**src/rtl/ber_accumulator.sv**
```systemverilog
// ber_accumulator
// Gathers word, bit and error totals from a PRBS checker over a measurement
// window. A run is started with a one-cycle start pulse. The block then waits
// for checker lock, with a timeout. Once locked it accumulates qualified words
// until one of four things ends the run: the window completes, lock is lost,
// the run is aborted, or the lock wait times out. The totals and a status
// code are then held in REPORT until the consumer accepts them.
module ber_accumulator #(
  parameter int WIDTH   = 8,
  parameter int CNT_W   = 48,
  parameter int WIN_W   = 32,
  parameter int LOCK_TO = 1024
) (
  input  logic             clk,
  input  logic             reset,
  input  logic             en,
  input  logic             lock,
  input  logic [WIDTH:0]   err_num,
  input  logic             start,
  input  logic             abort,
  input  logic [WIN_W-1:0] window_len,
  output logic             busy,
  output logic             res_valid,
  input  logic             res_ready,
  output logic [WIN_W-1:0] word_cnt,
  output logic [CNT_W-1:0] bit_cnt,
  output logic [CNT_W-1:0] err_cnt,
  output logic [1:0]       status
);

  // The timeout counter only has to reach LOCK_TO-1. The run leaves
  // WAIT_LOCK on that cycle whatever else happens.
  localparam int TO_W = (LOCK_TO > 1) ? $clog2(LOCK_TO) : 1;
  localparam logic [TO_W-1:0] TO_LAST  = TO_W'(LOCK_TO - 1);
  localparam logic [TO_W-1:0] TO_ONE   = TO_W'(1);
  localparam logic [CNT_W:0]  BIT_STEP = (CNT_W + 1)'(WIDTH);
  localparam logic [WIN_W:0]  WORD_ONE = (WIN_W + 1)'(1);

  localparam logic [1:0] STAT_OK      = 2'b00;
  localparam logic [1:0] STAT_TIMEOUT = 2'b01;
  localparam logic [1:0] STAT_LOST    = 2'b10;
  localparam logic [1:0] STAT_ABORT   = 2'b11;

  typedef enum logic [1:0] {
    ST_IDLE      = 2'd0,
    ST_WAIT_LOCK = 2'd1,
    ST_MEASURE   = 2'd2,
    ST_REPORT    = 2'd3
  } state_t;

  state_t           state_reg;
  state_t           state_next;
  logic [WIN_W-1:0] window_len_reg;
  logic [WIN_W-1:0] word_cnt_reg;
  logic [CNT_W-1:0] bit_cnt_reg;
  logic [CNT_W-1:0] err_cnt_reg;
  logic [1:0]       status_reg;
  logic [1:0]       status_next;
  logic [TO_W-1:0]  to_cnt_reg;

  logic             accept_start;
  logic             count_word;
  logic             load_status;

  // The sums carry one extra bit. A set top bit means the counter would
  // wrap, so the counter saturates at all-ones instead.
  logic [WIN_W:0]   word_sum;
  logic [CNT_W:0]   bit_sum;
  logic [CNT_W:0]   err_sum;
  logic             window_done;
  logic             lock_timeout;

  assign word_sum = {1'b0, word_cnt_reg} + WORD_ONE;
  assign bit_sum  = {1'b0, bit_cnt_reg} + BIT_STEP;
  assign err_sum  = {1'b0, err_cnt_reg} + (CNT_W + 1)'(err_num);

  // The word being counted this cycle is the last one of the window. A
  // zero window length means the run is continuous.
  assign window_done  = (window_len_reg != '0) && (word_sum == {1'b0, window_len_reg});
  assign lock_timeout = (to_cnt_reg == TO_LAST);

  // State register
  always_ff @(posedge clk) begin
    if (reset) begin
      state_reg <= ST_IDLE;
    end else begin
      state_reg <= state_next;
    end
  end

  // Next-state logic. In the active states, abort is checked first, then
  // lock, then the word itself.
  always_comb begin
    state_next   = state_reg;
    accept_start = 1'b0;
    count_word   = 1'b0;
    load_status  = 1'b0;
    status_next  = STAT_OK;
    case (state_reg)
      ST_IDLE: begin
        if (start) begin
          accept_start = 1'b1;
          state_next   = ST_WAIT_LOCK;
        end
      end
      ST_WAIT_LOCK: begin
        if (abort) begin
          load_status = 1'b1;
          status_next = STAT_ABORT;
          state_next  = ST_REPORT;
        end else if (lock) begin
          state_next = ST_MEASURE;
        end else if (lock_timeout) begin
          load_status = 1'b1;
          status_next = STAT_TIMEOUT;
          state_next  = ST_REPORT;
        end
      end
      ST_MEASURE: begin
        if (abort) begin
          load_status = 1'b1;
          status_next = STAT_ABORT;
          state_next  = ST_REPORT;
        end else if (!lock) begin
          load_status = 1'b1;
          status_next = STAT_LOST;
          state_next  = ST_REPORT;
        end else if (en) begin
          count_word = 1'b1;
          if (window_done) begin
            load_status = 1'b1;
            status_next = STAT_OK;
            state_next  = ST_REPORT;
          end
        end
      end
      ST_REPORT: begin
        if (res_ready) begin
          state_next = ST_IDLE;
        end
      end
      default: state_next = ST_IDLE;
    endcase
  end

  // Output decode from the state register
  always_comb begin
    busy      = 1'b0;
    res_valid = 1'b0;
    case (state_reg)
      ST_WAIT_LOCK, ST_MEASURE: busy      = 1'b1;
      ST_REPORT:                res_valid = 1'b1;
      default: ;
    endcase
  end

  // Accumulators, latched window, lock timeout and status. The results
  // stay put in REPORT and IDLE until the next accepted start clears them.
  always_ff @(posedge clk) begin
    if (reset) begin
      window_len_reg <= '0;
      word_cnt_reg   <= '0;
      bit_cnt_reg    <= '0;
      err_cnt_reg    <= '0;
      status_reg     <= STAT_OK;
      to_cnt_reg     <= '0;
    end else if (accept_start) begin
      window_len_reg <= window_len;
      word_cnt_reg   <= '0;
      bit_cnt_reg    <= '0;
      err_cnt_reg    <= '0;
      status_reg     <= STAT_OK;
      to_cnt_reg     <= '0;
    end else begin
      if ((state_reg == ST_WAIT_LOCK) && !lock_timeout) begin
        to_cnt_reg <= to_cnt_reg + TO_ONE;
      end
      if (count_word) begin
        word_cnt_reg <= word_sum[WIN_W] ? '1 : word_sum[WIN_W-1:0];
        bit_cnt_reg  <= bit_sum[CNT_W]  ? '1 : bit_sum[CNT_W-1:0];
        err_cnt_reg  <= err_sum[CNT_W]  ? '1 : err_sum[CNT_W-1:0];
      end
      if (load_status) begin
        status_reg <= status_next;
      end
    end
  end

  assign word_cnt = word_cnt_reg;
  assign bit_cnt  = bit_cnt_reg;
  assign err_cnt  = err_cnt_reg;
  assign status   = status_reg;

endmodule

```
**config.mk**
```make
export PLATFORM = sky130hd
export DESIGN_NAME = ber_accumulator
export DESIGN_NICKNAME = d
export VERILOG_FILES = /design/src/rtl/ber_accumulator.sv
export SDC_FILE = /design/constraint.sdc
export NUM_CORES = 1
export LEC_CHECK = 0
export ABC_CLOCK_PERIOD_IN_PS = 6500
export CAP_MARGIN = 20
export CORE_AREA = 2 2 148 150
export CTS_BUF_LIST = sky130_fd_sc_hd__clkbuf_8
export DETAILED_ROUTE_END_ITERATION = 8
export DIE_AREA = 0 0 150 152
export PLACE_DENSITY = 0.69
export SYNTH_ARGS = -nofsm -noshare
export SYNTH_HDL_FRONTEND = slang
export SYNTH_SLANG_ARGS = --single-unit
export TNS_END_PERCENT = 20
```
**constraint.sdc**
```tcl
create_clock -name clk -period 6.5 [get_ports clk]
set_clock_uncertainty 0.05 [all_clocks]
set_input_delay 1.3 -clock clk [delete_from_list [all_inputs] [get_ports clk]]
set_output_delay 1.3 -clock clk [all_outputs]
set_load 0.03 [all_outputs]
```
==> Flow_metrics.wiki <==
{| class="wikitable"
! Metric !! Value
|-
| Sum of net half-perimeters after detailed placement || 18.2 mm
|-
| Unrepaired setup endpoints after global routing || false
|-
| Number of clock buffers inserted by TritonCTS || 17
|-
| Largest register FFs || 48
|-
| Dominant synthesized flop cell || dfxtp_1
|-
| TritonCTS clock tree || done
|-
| WP data arrival || 4.64 ns
|-
| Maximum clock frequency || 231 MHz
|-
| Antenna violations before repair || 0
|-
| Cell area power density || 213 nW/um^2
|-
| Number of buffers added for setup after CTS || 0
|-
| Origin of the critical flop-to-flop path || word_cnt[4]
|-
| Worst Hold Endpoint || status[0]
|-
| LEAKAGE || 3.78 nW
|-
| Fin. max-slew vios || 0
|-
| First-pass GRT wire length || 42.3 mm
|-
| Outcome || finished, final reports clean
|-
| Share of power burned in the clock network || 33.6%
|-
| Synthesized netlist net count || 1222
|-
| Area share of the largest cell type after synthesis || 37.3%
|-
| Number of warnings printed during yosys synthesis || 0
|-
| Instance count along the most critical hold path || 2
|-
| Net total in the final layout || 1357
|-
| Register area share after synthesis || 37.3%
|-
| Number of diodes added for antenna fixing || 0
|-
| Area growth syn-to-layout || 25.7%
|-
| Post-Route Setup TNS || 0 ns
|-
| Fraction of final layout cells sized beyond drive strength 1 || 4.37%
|-
| Worst reg-to-reg path cell count || 9
|-
| Transition time at the pin with the least slew margin || 1.12 ns
|-
| Clock slew seen by the registers of the worst setup and hold paths || 0.10 ns
|-
| Post-DP Area || 11100 sq um
|-
| Clock Sinks || 172
|-
| Average routed wire per standard cell || 16.3 um
|-
| Synthesized flop and latch total || 172
|-
| Max Cap Violations || 0
|-
| DR vias || 8929
|-
| Top cells by area, synth || dfxtp_1 37%, a21oi_1 8.5%, xnor2_1 6.3%
|-
| H-tree depth || 4
|-
| First DRT Iteration DRCs || 656
|-
| Post-cts repair resize count || 0
|-
| Final period util || 66.7%
|-
| Clock period minus worst slack || 4.34 ns
|-
| Overall overflow remaining after global route || 0
|-
| Type of the worst min-delay path || register to register
|-
| Top-Level Pins || 180
|-
| EDFF count, synth || 0
|-
| Async SR Flop Fraction || 0%
|-
| Post-route cell area || 11600 sq um
|-
| Total detailed-routing wirelength || 25.9 mm
|-
| Chip height || 152 um
|-
| Largest net degree at the start of global routing || 70
|-
| Quantity of I/O buffers inserted on ports || 179
|-
| Number of vias per cell || 5.64
|-
| Worst endpoint required time || 6.80 ns
|-
| Crit path kind || primary input to register
|-
| Number of remaining DRC errors || 0
|-
| Worst min-delay path startpoint || status[0]
|-
| Net switching power || 0.000770 W
|-
| Endpoint type of the worst setup path || register
|-
| Mean Syn Cell Area || 7.98 sq um
|-
| Worst slew margin relative to its limit || 25.5%
|-
| Number of detailed-route iterations in the first pass || 5
|-
| Design internal power || 0.00170 W
|-
| Switching share of power || 31.1%
|-
| Count of final setup violators || 0
|-
| Synthesized area || 9230 sq um
|-
| Number of placement rows || 54
|-
| Routability Congestion || 0.906
|-
| Internal reg-to-reg setup slack || 2.68 ns
|-
| Die Footprint || 22800 sq um
|-
| Tot GR Track Use || 22.5%
|-
| Highest net fanout along the worst path || 5
|-
| Sequential group share of total power || 46.9%
|-
| Crit Reg-Reg Endpoint || state_reg[0]
|-
| Clk root buf || clkbuf_8
|-
| Library cell with the largest summed area after synthesis || dfxtp_1
|-
| CTS Hold Bufs || 0
|-
| Number of nets with antenna violations after detailed routing || 0
|-
| Die extent in x || 150 um
|-
| Power share of the combinational group || 19.4%
|-
| Synth unique cells || 66
|-
| Insertion delay to the later sink of the worst-skew pair || 0.46 ns
|-
| Number of global-route vias before repair || 8155
|-
| VDD IR max || 0.108 mV
|-
| Worst Setup Start Kind || primary input
|-
| Core area || 21400 sq um
|-
| Max Buffers Root-to-Sink || 2
|-
| Starting density of the core || 43.2%
|-
| Hold Violations, Final || 0
|-
| Synthesized netlist cell count || 1156
|}
-- routing by layer --
metal	track usage (%)	vias up	routed length [um]
met5	0	-	0
li1	-	4436	-
met3	4.74	29	1750
met2	34.0	273	11600
met1	32.5	4191	12200
met4	5.97	0	349
-- metrics by stage --
step                hold WS (ns)  worst slack [ns]  total power [W]  util, %  instances
floorplan                  0.404              2.63          0.00150        -       1156
global placement           0.400              1.73          0.00165     52.2       1551
detailed placement         0.407              1.67          0.00166     52.2       1551
CTS                        0.421              2.17          0.00250     54.3       1583
global route               0.435              1.91          0.00260     54.3       1584
finish                     0.416              2.16          0.00247     54.3       1584
-- placed cells by master (no fill, tap or decap), drive strengths merged, types with 10 or more instances in the layout --
| cell type | netlist | layout |
|---|---|---|
| clkdlybuf4s50 | 0 | 179 |
| and4 | 12 | 12 |
| xor2 | 53 | 53 |
| clkbuf | 57 | 19 |
| o21ai | 41 | 41 |
| dfxtp | 172 | 172 |
| buf | 16 | 10 |
| nor2 | 70 | 70 |
| a311oi | 26 | 26 |
| nand4 | 33 | 33 |
| nor4 | 23 | 23 |
| nor3 | 30 | 30 |
| nand2 | 138 | 138 |
| xnor2 | 66 | 66 |
| ha | 17 | 17 |
| nand3 | 56 | 56 |
| and3 | 27 | 27 |
| a21oi | 158 | 158 |
| a31oi | 15 | 15 |
| and2 | 12 | 12 |
| inv | 27 | 31 |
-- Yosys cell counts, types with 22 or more instances --
cell and number:
nor3_1 30, dfxtp_1 172, nor4_1 22, nand3_1 55, a21oi_1 157, nor2_1 70
clkbuf_1 56, nand2_1 138, xor2_1 53, and3_1 27, a311oi_1 26, inv_1 27
xnor2_1 66, o21ai_0 41, nand4_1 33
-- worst max-delay path by stage --
| stage | cells past startpoint | endpoint | slack, ns | from |
|---|---|---|---|---|
| floorplan | 12 | err_cnt[46] | 2.63 | err_num[0] |
| global placement | 13 | err_cnt[35] | 1.73 | err_num[0] |
| detailed placement | 13 | err_cnt[46] | 1.67 | err_num[0] |
| CTS | 13 | err_cnt[46] | 2.17 | err_num[0] |
| global route | 13 | err_cnt[46] | 1.91 | err_num[0] |
| finish | 13 | err_cnt[46] | 2.16 | err_num[0] |
-- power groups by stage --
stage / clock network (W) / registers [W] / logic [W]
floorplan: 0 / 0.00117 / 0.000330
global placement: 0 / 0.00118 / 0.000472
detailed placement: 0 / 0.00118 / 0.000478
CTS: 0.000856 / 0.00116 / 0.000480
global route: 0.000900 / 0.00117 / 0.000529
finish: 0.000832 / 0.00116 / 0.000480
-- area by class of cell --
cell class	instances	area (sq um)
timing repair buffer	189	1880
sequential	172	3440
clock buffer	19	262
fill	2079	9750
clock inverter	13	181
inverter	27	101
tap	280	350
multi-input combinational	884	5380
-- critical path, stage by stage --
cell	delay, ns
clkdlybuf4s50_1	0.46
ha_1	0.16
inv_1	0.05
fa_1	0.39
nor2b_1	0.13
o21a_1	0.14
o21ai_0	0.11
a21o_1	0.19
a21boi_0	0.46
o21ai_0	0.30
a2111oi_0	0.64
a31o_2	0.23
a31oi_1	0.07
-- cells by family (layout without fill, tap and decap cells) --
logic type	after synthesis	in the layout	share of synthesized area, %
AO/OA/AOI/OAI	301	301	19.7
XOR/XNOR	119	119	11.3
adder cells (fa/ha/maj)	18	18	2.52
buffers and inverters	100	248	4.46
flip-flops	172	172	37.3
multiplexers	7	7	0.773
AND/OR/NAND/NOR	439	439	23.9
No activity file was read; power rests on OpenSTA's default activity.
==> RTL change: new RTL, config.mk and constraints unchanged <==
Make the reset (`reset`) asynchronous in 2 clocked blocks.
--- a/src/rtl/ber_accumulator.sv
+++ b/src/rtl/ber_accumulator.sv
@@ -81,5 +81,5 @@
 
   // State register
-  always_ff @(posedge clk) begin
+  always_ff @(posedge clk or posedge reset) begin
     if (reset) begin
       state_reg <= ST_IDLE;
@@ -157,5 +157,5 @@
   // Accumulators, latched window, lock timeout and status. The results
   // stay put in REPORT and IDLE until the next accepted start clears them.
-  always_ff @(posedge clk) begin
+  always_ff @(posedge clk or posedge reset) begin
     if (reset) begin
       window_len_reg <= '0;
Check against the original RTL: differs if reset is asserted again (counterexample within 4 cycles, from zero or initial values and one cycle with reset high); with reset held inactive, the same outputs for 4 cycles.
==> RTL change against the original RTL <==
- sequential cell count unchanged
- final area is 10% higher
- final cell count rose by 2.5%
- worst setup slack better by 0.057 ns
- largest cell class unchanged
- wire length increased by 16%
- critical endpoint is now err_cnt[44]$_DFFE_PP0P_
- synthesized area up 13%
- first-iteration DRC count up 42%
Power is not compared: it rests on default switching activity, and its combinational part moved more than twofold at a synthesized area within 25%.
==> RTL change: results (changes against the original RTL) <==
\begin{tabular}{lr}
\hline
Metric & Value \\
\hline
\multicolumn{2}{l}{\textbf{Final layout}} \\
\quad Final-stage net count & 1397 (was 1357) \\
\multicolumn{2}{l}{\textbf{Worst setup path}} \\
\quad Number of cell instances on the worst register-to-register path & 10 (was 9) \\
\quad Reg-to-Reg Start & word\_cnt[0]\$\_DFFE\_PP0P\_ (was word\_cnt[4]\$\_SDFFE\_PP0P\_) \\
\quad Slowest stage cell, crit path & sky130\_fd\_sc\_hd\_\_o2111ai\_1 (was sky130\_fd\_sc\_hd\_\_a2111oi\_0) \\
\quad Worst R2R End & state\_reg[1]\$\_DFFE\_PP0P\_ (was state\_reg[0]\$\_SDFFE\_PP0P\_) \\
\multicolumn{2}{l}{\textbf{Run status}} \\
\quad Result of the run & finished, final reports clean (unchanged) \\
\multicolumn{2}{l}{\textbf{Logic synthesis}} \\
\quad Top post-synthesis cells by count & sky130\_fd\_sc\_hd\_\_nand2\_1 (175), sky130\_fd\_sc\_hd\_\_dfrtp\_1 (172), sky130\_fd\_sc\_hd\_\_o21ai\_0 (93), sky130\_fd\_sc\_hd\_\_nor2\_1 (83), sky130\_fd\_sc\_hd\_\_a21oi\_1 (59) (was sky130\_fd\_sc\_hd\_\_dfxtp\_1 (172), sky130\_fd\_sc\_hd\_\_a21oi\_1 (157), sky130\_fd\_sc\_hd\_\_nand2\_1 (138), sky130\_fd\_sc\_hd\_\_nor2\_1 (70), sky130\_fd\_sc\_hd\_\_xnor2\_1 (66)) \\
\quad Share of synthesized area occupied by flip-flops and latches & 0.4119 (was 0.3732) \\
\quad Post-synth ARST share & 1.000 (was 0) \\
\quad Count of cell types in the netlist & 86 (was 66) \\
\quad Proportion of synthesized area in mux cells & 0.008740 (was 0.007730) \\
\multicolumn{2}{l}{\textbf{Place}} \\
\quad Final weighted congestion in routability-driven placement & 0.9517 (was 0.9061) \\
\quad HPWL after DPL & 20760 µm (was 18180 µm) \\
\multicolumn{2}{l}{\textbf{GRT}} \\
\quad Wire length of the first global-routing pass & 48690 µm (was 42300 µm) \\
\quad Gr usage total & 0.2648 (was 0.2251) \\
\multicolumn{2}{l}{\textbf{STA}} \\
\quad Slew at the pin closest to its max-slew limit & 1.028 ns (was 1.117 ns) \\
\multicolumn{2}{l}{\textbf{Min path}} \\
\quad Source of the worst hold timing path & to\_cnt\_reg[6]\$\_DFFE\_PP0P\_ (was status[0]\$\_SDFFE\_PP0P\_) \\
\multicolumn{2}{l}{\textbf{Drt}} \\
\quad Wire per inst & 18.43 µm (was 16.35 µm) \\
\quad Vias per Instance & 6.042 (was 5.637) \\
\quad Detailed router's first-iteration violation count & 932 (was 656) \\
\hline
\end{tabular}
-- RTL change: changes by cell type after synthesis, moves of 8 or more --
cell                       unedited run  this run
sky130_fd_sc_hd__dfxtp_1            172         0
sky130_fd_sc_hd__o21ai_0             41        93
sky130_fd_sc_hd__a31oi_1             15        30
sky130_fd_sc_hd__and2_1              11        19
sky130_fd_sc_hd__xnor2_1             66        40
sky130_fd_sc_hd__nand2_1            138       175
sky130_fd_sc_hd__clkbuf_1            56        46
sky130_fd_sc_hd__dfrtp_1              0       172
sky130_fd_sc_hd__a21oi_1            157        59
sky130_fd_sc_hd__nor2_1              70        83
-- RTL change: power breakdown --
| group | switching, mW | internal (mW) | total [mW] |
|---|---|---|---|
| Combinational | 0.671 | 0.466 | 1.14 |
| Sequential | 0.185 | 1.22 | 1.40 |
| Clock | 0.431 | 0.388 | 0.819 |
| Total | 1.29 | 2.07 | 3.36 |
-- RTL change: stage by stage --
step                utilization  hold WS [ns]
detailed placement       0.5785        0.4119
global placement         0.5778        0.4205
floorplan                     -        0.3845
finish                   0.5982        0.4275
CTS                      0.5982        0.4259
global route             0.5982        0.4755
-- RTL change: cell type report --
type                       count  area, µm²
fill                        1932       8579
multi-input combinational    929       5738
sequential                   172       4304
timing repair buffer         188       1867
tap                          280      350.3
clock buffer                  17      234.0
clock inverter                15      186.4
inverter                      23      91.34
-- RTL change: metal layers --
metal | vias up | track usage | wire, µm
met1 | 4750 | 0.3943 | 13920
met5 | - | 0 | 0
met4 | 0 | 0.07996 | 594
met2 | 399 | 0.3890 | 13240
met3 | 43 | 0.05255 | 2171
li1 | 4621 | - | -
